[src/rtl/packet_scheduler_if.sv]
// packet_scheduler_if
//   Bundles the scheduler's data-path and control signals into one port.
//   master: the environment side. It drives the field/slot pulses, the sample
//           stream and the InfoFrame configuration, and observes the packet result.
//   slave : the scheduler side. It observes the inputs, drives sample_ready and
//           the registered packet outputs.
interface packet_scheduler_if #(
  parameter int NUM_INFOFRAMES  = 8,
  parameter int AUDIO_BIT_WIDTH = 24
);
  logic                          video_field_end;
  logic                          packet_enable;
  logic                          acr_request;
  logic                          sample_valid;
  logic                          sample_ready;
  logic [AUDIO_BIT_WIDTH-1:0]    sample_left;
  logic [AUDIO_BIT_WIDTH-1:0]    sample_right;
  logic [NUM_INFOFRAMES-1:0]     infoframe_enable;
  logic [8*NUM_INFOFRAMES-1:0]   infoframe_type;
  logic [7:0]                    packet_type;
  logic [3:0]                    packet_source;
  logic [191:0]                  audio_group;
  logic [3:0]                    audio_present;
  logic [7:0]                    frame_counter;
  logic [7:0]                    missed_count;

  modport master (
    output video_field_end, packet_enable, acr_request, sample_valid,
           sample_left, sample_right, infoframe_enable, infoframe_type,
    input  sample_ready, packet_type, packet_source, audio_group,
           audio_present, frame_counter, missed_count
  );

  modport slave (
    input  video_field_end, packet_enable, acr_request, sample_valid,
           sample_left, sample_right, infoframe_enable, infoframe_type,
    output sample_ready, packet_type, packet_source, audio_group,
           audio_present, frame_counter, missed_count
  );
endinterface

[src/rtl/packet_scheduler.sv]
// packet_scheduler
//   Chooses what goes into each packet slot. The choice is one of clock
//   regeneration (ACR), a group of up to four buffered stereo audio samples,
//   an armed InfoFrame, or a null packet. Audio samples are queued in a small
//   FIFO. InfoFrame slots re-arm every INFOFRAME_PERIOD fields. A slot that is
//   still unsent and enabled when re-armed is counted as missed.
// Ports
//   clk_pixel          pixel clock, the only clock
//   reset              asynchronous, active-high
//   bus.video_field_end  one-cycle end-of-field pulse
//   bus.packet_enable    one-cycle pulse that opens a packet slot
//   bus.acr_request      pulse requesting an ACR packet
//   bus.sample_valid/ready, sample_left/right   stereo sample push handshake
//   bus.infoframe_enable/type                  per-slot enable and type byte
//   bus.packet_type/source, audio_group/present, frame_counter
//                        result of the last arbitration, held until the next one
//   bus.missed_count     saturating count of InfoFrames not sent in time
module packet_scheduler #(
  parameter int NUM_INFOFRAMES   = 8,
  parameter int AUDIO_BIT_WIDTH  = 24,
  parameter int FIFO_DEPTH       = 8,
  parameter int INFOFRAME_PERIOD = 1
) (
  input  logic               clk_pixel,
  input  logic               reset,
  packet_scheduler_if.slave  bus
);
  localparam int PTR_W = $clog2(FIFO_DEPTH);
  localparam int CNT_W = PTR_W + 1;

  typedef enum logic [2:0] {
    SEL_NULL,
    SEL_ACR,
    SEL_AUDIO_FULL,
    SEL_AUDIO_PART,
    SEL_INFO
  } sel_e;

  // sample storage, {right, left} left-justified to 24 bits
  logic [23:0]                 r_fifo_l [FIFO_DEPTH];
  logic [23:0]                 r_fifo_r [FIFO_DEPTH];
  logic [PTR_W-1:0]            r_wr_ptr;
  logic [PTR_W-1:0]            r_rd_ptr;
  logic [CNT_W-1:0]            r_count;

  logic                        r_acr_pending;
  logic [1:0]                  r_stale;
  logic [3:0]                  r_field_cnt;
  logic [NUM_INFOFRAMES-1:0]   r_pending;
  logic [7:0]                  r_frame_next;

  logic [7:0]                  r_packet_type;
  logic [3:0]                  r_packet_source;
  logic [191:0]                r_audio_group;
  logic [3:0]                  r_audio_present;
  logic [7:0]                  r_frame_counter;
  logic [7:0]                  r_missed_count;

  logic                        w_ready;
  logic                        w_push;
  logic [23:0]                 w_left24;
  logic [23:0]                 w_right24;
  logic                        w_short;
  sel_e                        w_sel;
  logic                        w_audio_sel;
  logic [2:0]                  w_pop_n;
  logic [2:0]                  w_pop;
  logic [NUM_INFOFRAMES-1:0]   w_if_avail;
  logic                        w_if_hit;
  logic [3:0]                  w_if_idx;
  logic [7:0]                  w_if_type;
  logic [NUM_INFOFRAMES-1:0]   w_if_onehot;
  logic [PTR_W-1:0]            w_rd_idx [4];
  logic [191:0]                w_group;
  logic [3:0]                  w_present;
  logic [7:0]                  w_type;
  logic [8:0]                  w_fc_sum;
  logic [7:0]                  w_fc_next;
  logic                        w_field_wrap;
  logic [NUM_INFOFRAMES-1:0]   w_pend_after;
  logic [NUM_INFOFRAMES-1:0]   w_miss_vec;
  logic [4:0]                  w_miss_pc;
  logic [8:0]                  w_miss_sum;

  assign w_ready   = (r_count != CNT_W'(FIFO_DEPTH));
  assign w_push    = bus.sample_valid && w_ready;
  assign w_left24  = 24'(bus.sample_left)  << (24 - AUDIO_BIT_WIDTH);
  assign w_right24 = 24'(bus.sample_right) << (24 - AUDIO_BIT_WIDTH);
  assign w_short   = (r_count != '0) && (r_count < CNT_W'(4));

  // Lowest-numbered armed and enabled slot wins. The loop runs downward so
  // the last hit written is the lowest index.
  always_comb begin
    w_if_avail  = r_pending & bus.infoframe_enable;
    w_if_hit    = 1'b0;
    w_if_idx    = '0;
    w_if_type   = '0;
    w_if_onehot = '0;
    for (int i = NUM_INFOFRAMES - 1; i >= 0; i--) begin
      if (w_if_avail[i]) begin
        w_if_hit       = 1'b1;
        w_if_idx       = 4'(i);
        w_if_type      = bus.infoframe_type[8*i +: 8];
        w_if_onehot    = '0;
        w_if_onehot[i] = 1'b1;
      end
    end
  end

  // The slot being arbitrated counts toward staleness. r_stale holds the
  // number of earlier slots that already skipped a short FIFO, so a partial
  // group goes out on the second consecutive slot that finds 1..3 samples.
  always_comb begin
    w_sel   = SEL_NULL;
    w_pop_n = '0;
    if (r_acr_pending || bus.acr_request) begin
      w_sel = SEL_ACR;
    end else if (r_count >= CNT_W'(4)) begin
      w_sel   = SEL_AUDIO_FULL;
      w_pop_n = 3'd4;
    end else if (w_short && (r_stale != 2'd0)) begin
      w_sel   = SEL_AUDIO_PART;
      w_pop_n = 3'(r_count);
    end else if (w_if_hit) begin
      w_sel = SEL_INFO;
    end
  end

  assign w_audio_sel = (w_sel == SEL_AUDIO_FULL) || (w_sel == SEL_AUDIO_PART);
  assign w_pop       = bus.packet_enable ? w_pop_n : 3'd0;

  always_comb begin
    w_group   = '0;
    w_present = '0;
    for (int k = 0; k < 4; k++) begin
      w_rd_idx[k] = r_rd_ptr + PTR_W'(k);
      if (3'(k) < w_pop_n) begin
        w_group[48*k +: 24]      = r_fifo_l[w_rd_idx[k]];
        w_group[48*k + 24 +: 24] = r_fifo_r[w_rd_idx[k]];
        w_present[k]             = 1'b1;
      end
    end
  end

  always_comb begin
    w_type = 8'h00;
    case (w_sel)
      SEL_ACR:        w_type = 8'h01;
      SEL_AUDIO_FULL: w_type = 8'h02;
      SEL_AUDIO_PART: w_type = 8'h02;
      SEL_INFO:       w_type = w_if_type;
      default:        w_type = 8'h00;
    endcase
  end

  // IEC 60958 block is 192 frames
  assign w_fc_sum  = {1'b0, r_frame_next} + 9'(w_pop_n);
  assign w_fc_next = (w_fc_sum >= 9'd192) ? 8'(w_fc_sum - 9'd192) : w_fc_sum[7:0];

  // A slot served in this same cycle counts as sent, not missed.
  assign w_field_wrap = bus.video_field_end && (r_field_cnt == 4'(INFOFRAME_PERIOD - 1));
  assign w_pend_after = (bus.packet_enable && (w_sel == SEL_INFO)) ?
                        (r_pending & ~w_if_onehot) : r_pending;
  assign w_miss_vec   = w_pend_after & bus.infoframe_enable;

  always_comb begin
    w_miss_pc = '0;
    for (int i = 0; i < NUM_INFOFRAMES; i++) begin
      w_miss_pc = w_miss_pc + 5'(w_miss_vec[i]);
    end
  end

  assign w_miss_sum = {1'b0, r_missed_count} + 9'(w_miss_pc);

  // Storage has no reset: the pointers and count define what is valid.
  always_ff @(posedge clk_pixel) begin
    if (w_push) begin
      r_fifo_l[r_wr_ptr] <= w_left24;
      r_fifo_r[r_wr_ptr] <= w_right24;
    end
  end

  always_ff @(posedge clk_pixel or posedge reset) begin
    if (reset) begin
      r_wr_ptr        <= '0;
      r_rd_ptr        <= '0;
      r_count         <= '0;
      r_acr_pending   <= 1'b0;
      r_stale         <= '0;
      r_field_cnt     <= '0;
      r_pending       <= '1;
      r_frame_next    <= '0;
      r_packet_type   <= '0;
      r_packet_source <= '0;
      r_audio_group   <= '0;
      r_audio_present <= '0;
      r_frame_counter <= '0;
      r_missed_count  <= '0;
    end else begin
      if (w_push) r_wr_ptr <= r_wr_ptr + PTR_W'(1);
      // a pop of 4 wraps to the same pointer when FIFO_DEPTH is 4
      r_rd_ptr <= r_rd_ptr + PTR_W'(w_pop);
      r_count  <= r_count + CNT_W'(w_push) - CNT_W'(w_pop);

      // ACR has top priority, so any slot serves a pending or arriving request
      if (bus.packet_enable) r_acr_pending <= 1'b0;
      else if (bus.acr_request) r_acr_pending <= 1'b1;

      if (bus.packet_enable && w_audio_sel) r_stale <= '0;
      else if (r_count == '0) r_stale <= '0;
      else if (bus.packet_enable && w_short && (r_stale != 2'd3)) r_stale <= r_stale + 2'd1;

      if (bus.video_field_end) begin
        r_field_cnt <= w_field_wrap ? 4'd0 : r_field_cnt + 4'd1;
      end

      // re-arm takes effect after this cycle's arbitration
      if (w_field_wrap) begin
        r_pending      <= '1;
        r_missed_count <= (w_miss_sum > 9'd255) ? 8'd255 : w_miss_sum[7:0];
      end else begin
        r_pending <= w_pend_after;
      end

      if (bus.packet_enable) begin
        r_packet_type   <= w_type;
        r_packet_source <= (w_sel == SEL_INFO) ? w_if_idx : 4'd0;
        r_audio_group   <= w_group;
        r_audio_present <= w_present;
        if (w_audio_sel) begin
          r_frame_counter <= r_frame_next;
          r_frame_next    <= w_fc_next;
        end
      end
    end
  end

  assign bus.sample_ready  = w_ready;
  assign bus.packet_type   = r_packet_type;
  assign bus.packet_source = r_packet_source;
  assign bus.audio_group   = r_audio_group;
  assign bus.audio_present = r_audio_present;
  assign bus.frame_counter = r_frame_counter;
  assign bus.missed_count  = r_missed_count;
endmodule

[src/flat_wrapper.sv]
// flat-port wrapper written by rule: the top's interface ports become plain ports
module packet_scheduler_flat 
#(
  parameter int NUM_INFOFRAMES   = 8,
  parameter int AUDIO_BIT_WIDTH  = 24,
  parameter int FIFO_DEPTH       = 8,
  parameter int INFOFRAME_PERIOD = 1
)
  (clk_pixel, reset, bus_video_field_end, bus_packet_enable, bus_acr_request, bus_sample_valid, bus_sample_left, bus_sample_right, bus_infoframe_enable, bus_infoframe_type, bus_sample_ready, bus_packet_type, bus_packet_source, bus_audio_group, bus_audio_present, bus_frame_counter, bus_missed_count);
  packet_scheduler_if #(.NUM_INFOFRAMES(NUM_INFOFRAMES), .AUDIO_BIT_WIDTH(AUDIO_BIT_WIDTH)) bus_i ();
  input  logic clk_pixel;
  input  logic reset;
  input wire logic [$bits(bus_i.video_field_end)-1:0] bus_video_field_end;
  input wire logic [$bits(bus_i.packet_enable)-1:0] bus_packet_enable;
  input wire logic [$bits(bus_i.acr_request)-1:0] bus_acr_request;
  input wire logic [$bits(bus_i.sample_valid)-1:0] bus_sample_valid;
  input wire logic [$bits(bus_i.sample_left)-1:0] bus_sample_left;
  input wire logic [$bits(bus_i.sample_right)-1:0] bus_sample_right;
  input wire logic [$bits(bus_i.infoframe_enable)-1:0] bus_infoframe_enable;
  input wire logic [$bits(bus_i.infoframe_type)-1:0] bus_infoframe_type;
  output wire logic [$bits(bus_i.sample_ready)-1:0] bus_sample_ready;
  output wire logic [$bits(bus_i.packet_type)-1:0] bus_packet_type;
  output wire logic [$bits(bus_i.packet_source)-1:0] bus_packet_source;
  output wire logic [$bits(bus_i.audio_group)-1:0] bus_audio_group;
  output wire logic [$bits(bus_i.audio_present)-1:0] bus_audio_present;
  output wire logic [$bits(bus_i.frame_counter)-1:0] bus_frame_counter;
  output wire logic [$bits(bus_i.missed_count)-1:0] bus_missed_count;
  assign bus_i.video_field_end = bus_video_field_end;
  assign bus_i.packet_enable = bus_packet_enable;
  assign bus_i.acr_request = bus_acr_request;
  assign bus_i.sample_valid = bus_sample_valid;
  assign bus_i.sample_left = bus_sample_left;
  assign bus_i.sample_right = bus_sample_right;
  assign bus_i.infoframe_enable = bus_infoframe_enable;
  assign bus_i.infoframe_type = bus_infoframe_type;
  assign bus_sample_ready = bus_i.sample_ready;
  assign bus_packet_type = bus_i.packet_type;
  assign bus_packet_source = bus_i.packet_source;
  assign bus_audio_group = bus_i.audio_group;
  assign bus_audio_present = bus_i.audio_present;
  assign bus_frame_counter = bus_i.frame_counter;
  assign bus_missed_count = bus_i.missed_count;
  packet_scheduler #(.NUM_INFOFRAMES(NUM_INFOFRAMES), .AUDIO_BIT_WIDTH(AUDIO_BIT_WIDTH), .FIFO_DEPTH(FIFO_DEPTH), .INFOFRAME_PERIOD(INFOFRAME_PERIOD)) u_core (.clk_pixel(clk_pixel), .reset(reset), .bus(bus_i));
endmodule
[config.mk]
export PLATFORM = sky130hd
export DESIGN_NAME = packet_scheduler_flat
export DESIGN_NICKNAME = d
export VERILOG_FILES = /design/src/rtl/packet_scheduler_if.sv /design/src/rtl/packet_scheduler.sv /design/src/flat_wrapper.sv
export SDC_FILE = /design/constraint.sdc
export NUM_CORES = 1
export LEC_CHECK = 0
export CAP_MARGIN = 10
export CELL_PAD_IN_SITES_DETAIL_PLACEMENT = 1
export CELL_PAD_IN_SITES_GLOBAL_PLACEMENT = 2
export CORE_MARGIN = 10
export CORE_UTILIZATION = 42
export DETAILED_ROUTE_END_ITERATION = 6
export DONT_BUFFER_PORTS = 1
export GPL_TIMING_DRIVEN = 0
export HOLD_SLACK_MARGIN = 0.03
export PLACE_DENSITY_LB_ADDON = 0.1
export SYNTH_ARGS = -nofsm -noshare
export SYNTH_HDL_FRONTEND = slang
export SYNTH_SLANG_ARGS = --single-unit
[constraint.sdc]
create_clock -name clk_pixel -period 7.43 [get_ports clk_pixel]
set_input_delay 0.743 -clock clk_pixel [delete_from_list [all_inputs] [get_ports clk_pixel]]
set_output_delay 0.743 -clock clk_pixel [all_outputs]
set_load 0.1 [all_outputs]
# After elaboration in Yosys (flattened, before gate mapping)

Memory sizes are Yosys's and may differ from the RTL's.
Index checks and enable logic that the tools add are counted.

Memory bits (writable): 384
Output and inout bits: 225
Memories kept: 2
Flip-flop bits (word level): 257
Input bits: 126

Memory list:

| memory          | depth | bits a word | rd ports | clocked after memory_dff | wr ports | RTL line               | text |
|---|---|---|---|---|---|---|---|
| u_core.r_fifo_l | 8     | 24          | 4        | 0                        | 1        | packet_scheduler.sv:40 | `logic [23:0] r_fifo_l [FIFO_DEPTH];` |
| u_core.r_fifo_r | 8     | 24          | 4        | 0                        | 1        | packet_scheduler.sv:41 | `logic [23:0] r_fifo_r [FIFO_DEPTH];` |

Equality and inequality tests: 6
$add $sub $neg: 19
Bitwise operators: 4
Muxes and demuxes: 62
Reduce and logical (&&, ||, !) cells: 18
$lt $le $gt $ge: 8

Operator list:

| operator                                                           | number |
|---|---|
| 2-to-1 mux 48 bit                                                  | 4 |
| 2-to-1 mux 8 bit                                                   | 20 |
| 2-to-1 mux 4 bit                                                   | 9 |
| adder 5 x 1 -> 5 bit                                               | 6 |
| 2-to-1 mux 3 bit                                                   | 9 |
| bitwise AND 8 bit                                                  | 3 |
| case mux 8 bit (3 select lines)                                    | 1 |
| 2-to-1 mux 1 bit                                                   | 16 |
| adder 8 x 3 -> 9 bit                                               | 1 |
| adder 8 x 5 -> 9 bit                                               | 1 |
| greater-or-equal comparator 9 x 8 -> 1 bit (second input constant) | 1 |
| > comparator 9 x 8 -> 1 bit (second input constant)                | 1 |
| logical AND 1 bit                                                  | 8 |
| logical NOT 4 bit                                                  | 2 |
| NOT 8 bit                                                          | 1 |
| subtractor 8 bit (second input constant)                           | 1 |
| adder 3 x 1 -> 3 bit (second input constant)                       | 2 |
| adder 3 x 2 -> 3 bit (second input constant)                       | 2 |
| == test 3 x 2 -> 1 bit (second input constant)                     | 2 |
| less-than comparator 1 x 3 -> 1 bit (first input constant)         | 2 |
| less-than comparator 2 x 3 -> 1 bit (first input constant)         | 2 |
| 2-to-1 mux 2 bit                                                   | 3 |
| adder 4 x 1 -> 4 bit                                               | 1 |
| adder 4 x 1 -> 4 bit (second input constant)                       | 1 |
| 16 further kinds                                                   | 18 |

# Logic depth before layout (Yosys ltp)

Depth in word-level cells: 27
Mapped depth: 22
Gate-level depth less buffers: 21

# Least setup slack after synthesis

No wires, ideal clock.

Path kind: reg-to-reg
From: register u_core.r_count[3]
To: memory u_core.r_fifo_l[0][0], enable pin
Cell stages (with the launch flop): 4
Clock period less this slack: 6.774 ns
Arrival time: 6.199 ns
Slack: 0.656 ns
Setup time: 0.575 ns
Data required time: 6.855 ns
Cells stage by stage: dfrtp_1 > nand3b_1 > nand2_1 > nor4_1

Longest elaborated chain between the ends: 4

RTL lines:

| item                                   | RTL line                | text |
|---|---|---|
| start, declared                        | packet_scheduler.sv:44  | `logic [CNT_W-1:0] r_count;` |
| start signal, assigned                 | packet_scheduler.sv:203 | `r_count <= r_count + CNT_W'(w_push) - CNT_W'(w_pop);` |
| inequality test 4 bit                  | packet_scheduler.sv:85  | `assign w_ready = (r_count != CNT_W'(FIFO_DEPTH));` |
| via bus_sample_ready                   | flat_wrapper.sv:21      | `output wire logic [$bits(bus_i.sample_ready)-1:0] bus_sample_ready;` |
| logical AND 1 bit                      | packet_scheduler.sv:86  | `assign w_push = bus.sample_valid && w_ready;` |
| 2-to-1 mux 1 bit                       | packet_scheduler.sv:177 | `if (w_push) begin` |
| 2-to-1 mux 1 bit (not written as such) | packet_scheduler.sv:178 | `r_fifo_l[r_wr_ptr] <= w_left24;` |
| end, declared                          | packet_scheduler.sv:40  |  |

The timed path passes the listed nets, and every way through them passes these cells.

# Worst setup path in the final report

From: register u_core.r_stale[0]
To: register u_core.r_missed_count[1], in the netlist u_core.bus.missed_count[1]

Longest elaborated chain between the ends: 19

RTL lines:

| item                               | RTL line                | text |
|---|---|---|
| start, declared                    | packet_scheduler.sv:47  | `logic [1:0] r_stale;` |
| start signal, assigned             | packet_scheduler.sv:211 | `else if (bus.packet_enable && w_short && (r_stale != 2'd3)) r_stale <= r_stale + 2'd1;` |
| nonzero test 2 bit (*)             | packet_scheduler.sv:121 | `end else if (w_short && (r_stale != 2'd0)) begin` |
| logical AND 1 bit (*)              | packet_scheduler.sv:121 |  |
| 2-to-1 mux 3 bit (*)               | packet_scheduler.sv:121 |  |
| 2-to-1 mux 3 bit (*)               | packet_scheduler.sv:118 | `end else if (r_count >= CNT_W'(4)) begin` |
| 2-to-1 mux 3 bit (*)               | packet_scheduler.sv:116 | `if (r_acr_pending \|\| bus.acr_request) begin` |
| == test 3 bit (*)                  | packet_scheduler.sv:162 | `assign w_pend_after = (bus.packet_enable && (w_sel == SEL_INFO)) ?` |
| logical AND 1 bit (*)              | packet_scheduler.sv:162 |  |
| 2-to-1 mux 8 bit (*)               | packet_scheduler.sv:162 |  |
| bitwise AND 8 bit (*)              | packet_scheduler.sv:164 | `assign w_miss_vec = w_pend_after & bus.infoframe_enable;` |
| adder 1 x 1 -> 2 bit               | packet_scheduler.sv:169 | `w_miss_pc = w_miss_pc + 5'(w_miss_vec[i]);` |
| adder 5 x 1 -> 5 bit (5 in series) | packet_scheduler.sv:169 |  |
| adder 5 x 1 -> 5 bit (*)           | packet_scheduler.sv:169 |  |
| adder 8 x 5 -> 9 bit (*)           | packet_scheduler.sv:173 | `assign w_miss_sum = {1'b0, r_missed_count} + 9'(w_miss_pc);` |
| > comparator 9 x 8 -> 1 bit        | packet_scheduler.sv:220 | `r_missed_count <= (w_miss_sum > 9'd255) ? 8'd255 : w_miss_sum[7:0];` |
| 2-to-1 mux 8 bit (*)               | packet_scheduler.sv:220 |  |
| end signal, assigned               | packet_scheduler.sv:220 |  |
| end, declared                      | packet_scheduler.sv:57  | `logic [7:0] r_missed_count;` |

Every way passes the cells marked *; elsewhere a longest branch is shown, timed or not.
A chain may end at the register's enable or synchronous reset.

==> out/metrics.cfg <==
[run_status]
status=finished clean

[sta]
setup_tns_ns=0
worst_slew_pin_slew_ns=1.21
hold_ws_ns=0.189
fmax_mhz=171
min_period_ns=5.84
slew_headroom_pct=19.4
hold_viol=0
slew_violations=0
finalClockSkew_ns=0.0271
setup_viol=0
rsz0062_at_grt=false
finalCritPeriodShare_pct=78.6
setup_ws_ns=1.59

[drt]
routed_wl_um=117000
via_count=20900
routedWlPerCell_um=35.7
first_pass_iters=6
drc=0
avgViaCountPerCell=6.36
route.antenna.remaining_nets=0
dr.first_iter.drc_count=2004

[power]
swShare_pct=48.4
p_seq_share_pct=41.1
power.switching_mw=9.26
power_density_nw_per_um2=521
pwr-share-comb_pct=39.8
p_int_mw=9.86
peakVddDrop_uv=253
clkPwrFrac_pct=19.2
leakagePower_nw=13.5

[worst_setup_path]
crit_end=u_core.bus.missed_count[1]$_DFFE_PP0P_
arrival_ns=6.31
critPathKind=reg -> reg
r2r_slack_ns=1.59
r2r-start=u_core.r_stale[0]$_DFFE_PP0P_
crit_path_start=u_core.r_stale[0]$_DFFE_PP0P_
max_stage_delay_ns=0.49
r2r_end=u_core.bus.missed_count[1]$_DFFE_PP0P_
cp.required_ns=7.90
cp_max_fo=10
cp-start-kind=flip-flop
worstRegToRegCells=22
path_cells=inv_1 > ha_1 > o21bai_1 > nand3_1 > a31oi_2 > buf_2 > a31oi_1 > ha_1 > inv_1 > fa_1 > inv_1 > fa_1 > fa_1 > inv_1 > fa_1 > xnor2_1 > ha_1 > nor2b_1 > o21a_1 > or2_2 > a31oi_1 > a22oi_1
critPathSlowestCell=fa_1
setup.worst_path.end_class=flip-flop

[synthesis]
synth_edf_count=384
synthCells=2066
ys.flop_type=edfxtp_1
netlist_area_um2=32200
ys_seq_elements=640
syn_area_per_cell_um2=15.6
yosys-top-cells-area=edfxtp_1, mux4_2, dfrtp_1, mux2i_1, o2bb2ai_1
async_flop_share_pct=40.0
syn_nets=2225
yosysWarnings=0
synth_cell_type_count=75
synth_top_area_share_pct=35.8
synth_top_cell_by_area=edfxtp_1
synth_sequential_area_ratio_pct=55.8

[cells_and_area]
area_growth_pct=14.1
diodes=0
nets=2355
fin_util_pct=48.3
drive_above_1_share_pct=27.2
fin_area_um2=36700
fillers=7277

[min_path]
min_path_type=in -> reg

[cts]
cts.clk_slew.worst_paths_ns=0.05
cts-resized-gates=0
insertion_delay_ns=0.64
ctsHoldBuffers=1
htree_levels=3
cts_buffers=73
cts_sinks=640
cts_setup_buffers=0
clockBufferDepth=3
cts_tree=built
cts_root_buffer=clkbuf_16

[placed_design]
pre_cts_ws_ns=1.16
place_congestion=0.833
port_buffers=0
placed_cell_area_um2=34300
place_hpwl_um=83500

[floorplanning]
num_io_pins=351
std_cell_rows=101
initial_core_util_pct=42.4
die_h_um=297
core-area_um2=75900
die_x_um=297
dieArea_um2=88100

[global_route]
grt_overflow=0
grt_max_degree=43
grt_pass1_vias=22400
grt_util_all_layers_pct=26.2
antenna_found_initial=1
grt_pass1_wl_um=169000

[flow_run]
maxCapViolCount=0

==> power groups by stage <==
stage | Clock (mW) | Combinational [mW] | Sequential, mW
after global placement | 0 | 7.36 | 7.99
after global routing | 3.88 | 8.11 | 7.95
after floorplan | 0 | 5.13 | 7.65
final | 3.66 | 7.61 | 7.86
after CTS | 3.72 | 7.68 | 7.87
after detailed placement | 0 | 7.64 | 7.93
==> flip-flops by register name (all words and copies together) (netlist names), 2 cells and up <==
signal                    flops
u_core.r_count                4
u_core.bus.packet_source      3
u_core.r_wr_ptr               3
u_core.r_frame_next           8
u_core.r_pending              8
u_core.bus.packet_type        8
u_core.r_fifo_l             192
u_core.r_rd_ptr               3
u_core.r_stale                2
u_core.bus.audio_present      4
u_core.bus.frame_counter      8
u_core.r_field_cnt            4
u_core.bus.audio_group      192
u_core.bus.missed_count       8
u_core.r_fifo_r             192
==> worst max-delay path, delay by kind of cell (launching register included) <==
| kind | cells | cell delay, ns |
|---|---|---|
| AOI/OAI and AO/OA | 6 | 1.36 |
| DFF | 1 | 0.39 |
| and+or+nand+nor | 3 | 0.75 |
| adders and majority gates | 7 | 2.44 |
| buffers and inverters | 5 | 0.57 |
| xor gates and xnor gates | 1 | 0.18 |
==> layout make-up <==
class	instances	area (µm²)	area share, %
plain buffers	165	872	2.38
clock buffers	107	2110	5.75
clock inverters	29	312	0.849
inverters	85	323	0.880
multi-input cells	1176	13100	35.7
flip-flops and latches	640	17900	48.9
well taps	1030	1290	3.51
repair buffers	55	761	2.07
==> synth_stat cells, types with 8 or more instances <==
cell type and n:
a221oi_1 13, mux2_2 32, ha_1 25, nand2_1 76
a211oi_1 31, buf_1 10, a31oi_1 9, a21oi_1 49
buf_4 24, inv_1 82, nor2_1 55, mux2i_1 146
fa_1 8, mux4_2 276, o2bb2ai_1 145, buf_6 10
xnor2_1 12, o21ai_0 51, nor3_1 11, clkbuf_1 51
o21ai_1 48, nand3_1 15, buf_2 69, a21o_1 13
nor2b_1 11, dfrtp_1 248, edfxtp_1 384, a22oi_1 51
dfstp_2 8
==> logic make-up (layout without fill, tap and decap cells) <==
| kind of cell | Yosys count | count (layout) | share of synthesized area [%] |
|---|---|---|---|
| buffers and inverters | 250 | 441 | 3.70 |
| other | 1 | 1 | 0.0117 |
| XOR/XNOR | 20 | 20 | 0.568 |
| AND/OR/NAND/NOR | 208 | 208 | 3.03 |
| flip-flops | 640 | 640 | 55.8 |
| multiplexers | 455 | 455 | 25.0 |
| adder cells (fa/ha/maj) | 33 | 33 | 1.47 |
| AO/OA/AOI/OAI | 459 | 459 | 10.4 |
==> worst min path at each step <==
stage / from / depth (start not counted) / endpoint / slack, ns
floorplan: u_core.r_field_cnt[3]$_DFFE_PP0P_ / 1 / u_core.r_field_cnt[3]$_DFFE_PP0P_ / 0.45
global placement: u_core.r_field_cnt[3]$_DFFE_PP0P_ / 1 / u_core.r_field_cnt[3]$_DFFE_PP0P_ / 0.46
detailed placement: u_core.r_field_cnt[3]$_DFFE_PP0P_ / 1 / u_core.r_field_cnt[3]$_DFFE_PP0P_ / 0.48
CTS: bus_infoframe_enable[2] / 1 / u_core.r_pending[2]$_DFF_PP1_ / 0.16
global route: bus_sample_right[4] / 0 / u_core.r_fifo_r[4][4]$_DFFE_PP_ / 0.17
finish: bus_infoframe_enable[2] / 1 / u_core.r_pending[2]$_DFF_PP1_ / 0.19
==> metal layers <==
metal  track usage (%)  up-vias  wire (µm)
met2              45.0      920      59400
met4              7.81        0       3440
li1                  -     8612          -
met5                 0        -          0
met1              32.3    11200      45300
met3              6.52      198       9150
==> placed cells by master (no fill, tap or decap), types with 9 or more instances in the layout <==
cell type  instances
a211oi_1          31
a21o_1            13
a21oi_1           49
a221oi_1          13
a22oi_1           51
a31oi_1            9
buf_1             10
buf_12            11
buf_2             69
buf_4             34
buf_6             34
clkbuf_1          73
clkbuf_16         76
clkbuf_8           9
clkinv_2          12
dfrtp_1          248
edfxtp_1         384
ha_1              25
inv_1             81
mux2_2            32
mux2i_1          146
mux4_2           276
nand2_1           76
nand3_1           15
nor2_1            52
nor2b_1           11
o21ai_0           51
o21ai_1           48
o2bb2ai_1        145
xnor2_1           12
==> stage by stage <==
step	power, mW	std cells
5_1_grt	19.9	3287
3_3_place_gp	15.4	3096
4_1_cts	19.3	3287
2_1_floorplan	12.8	2066
3_5_place_dp	15.6	3150
6_report	19.1	3287
Note: power is estimated with default switching activity, not from simulation.
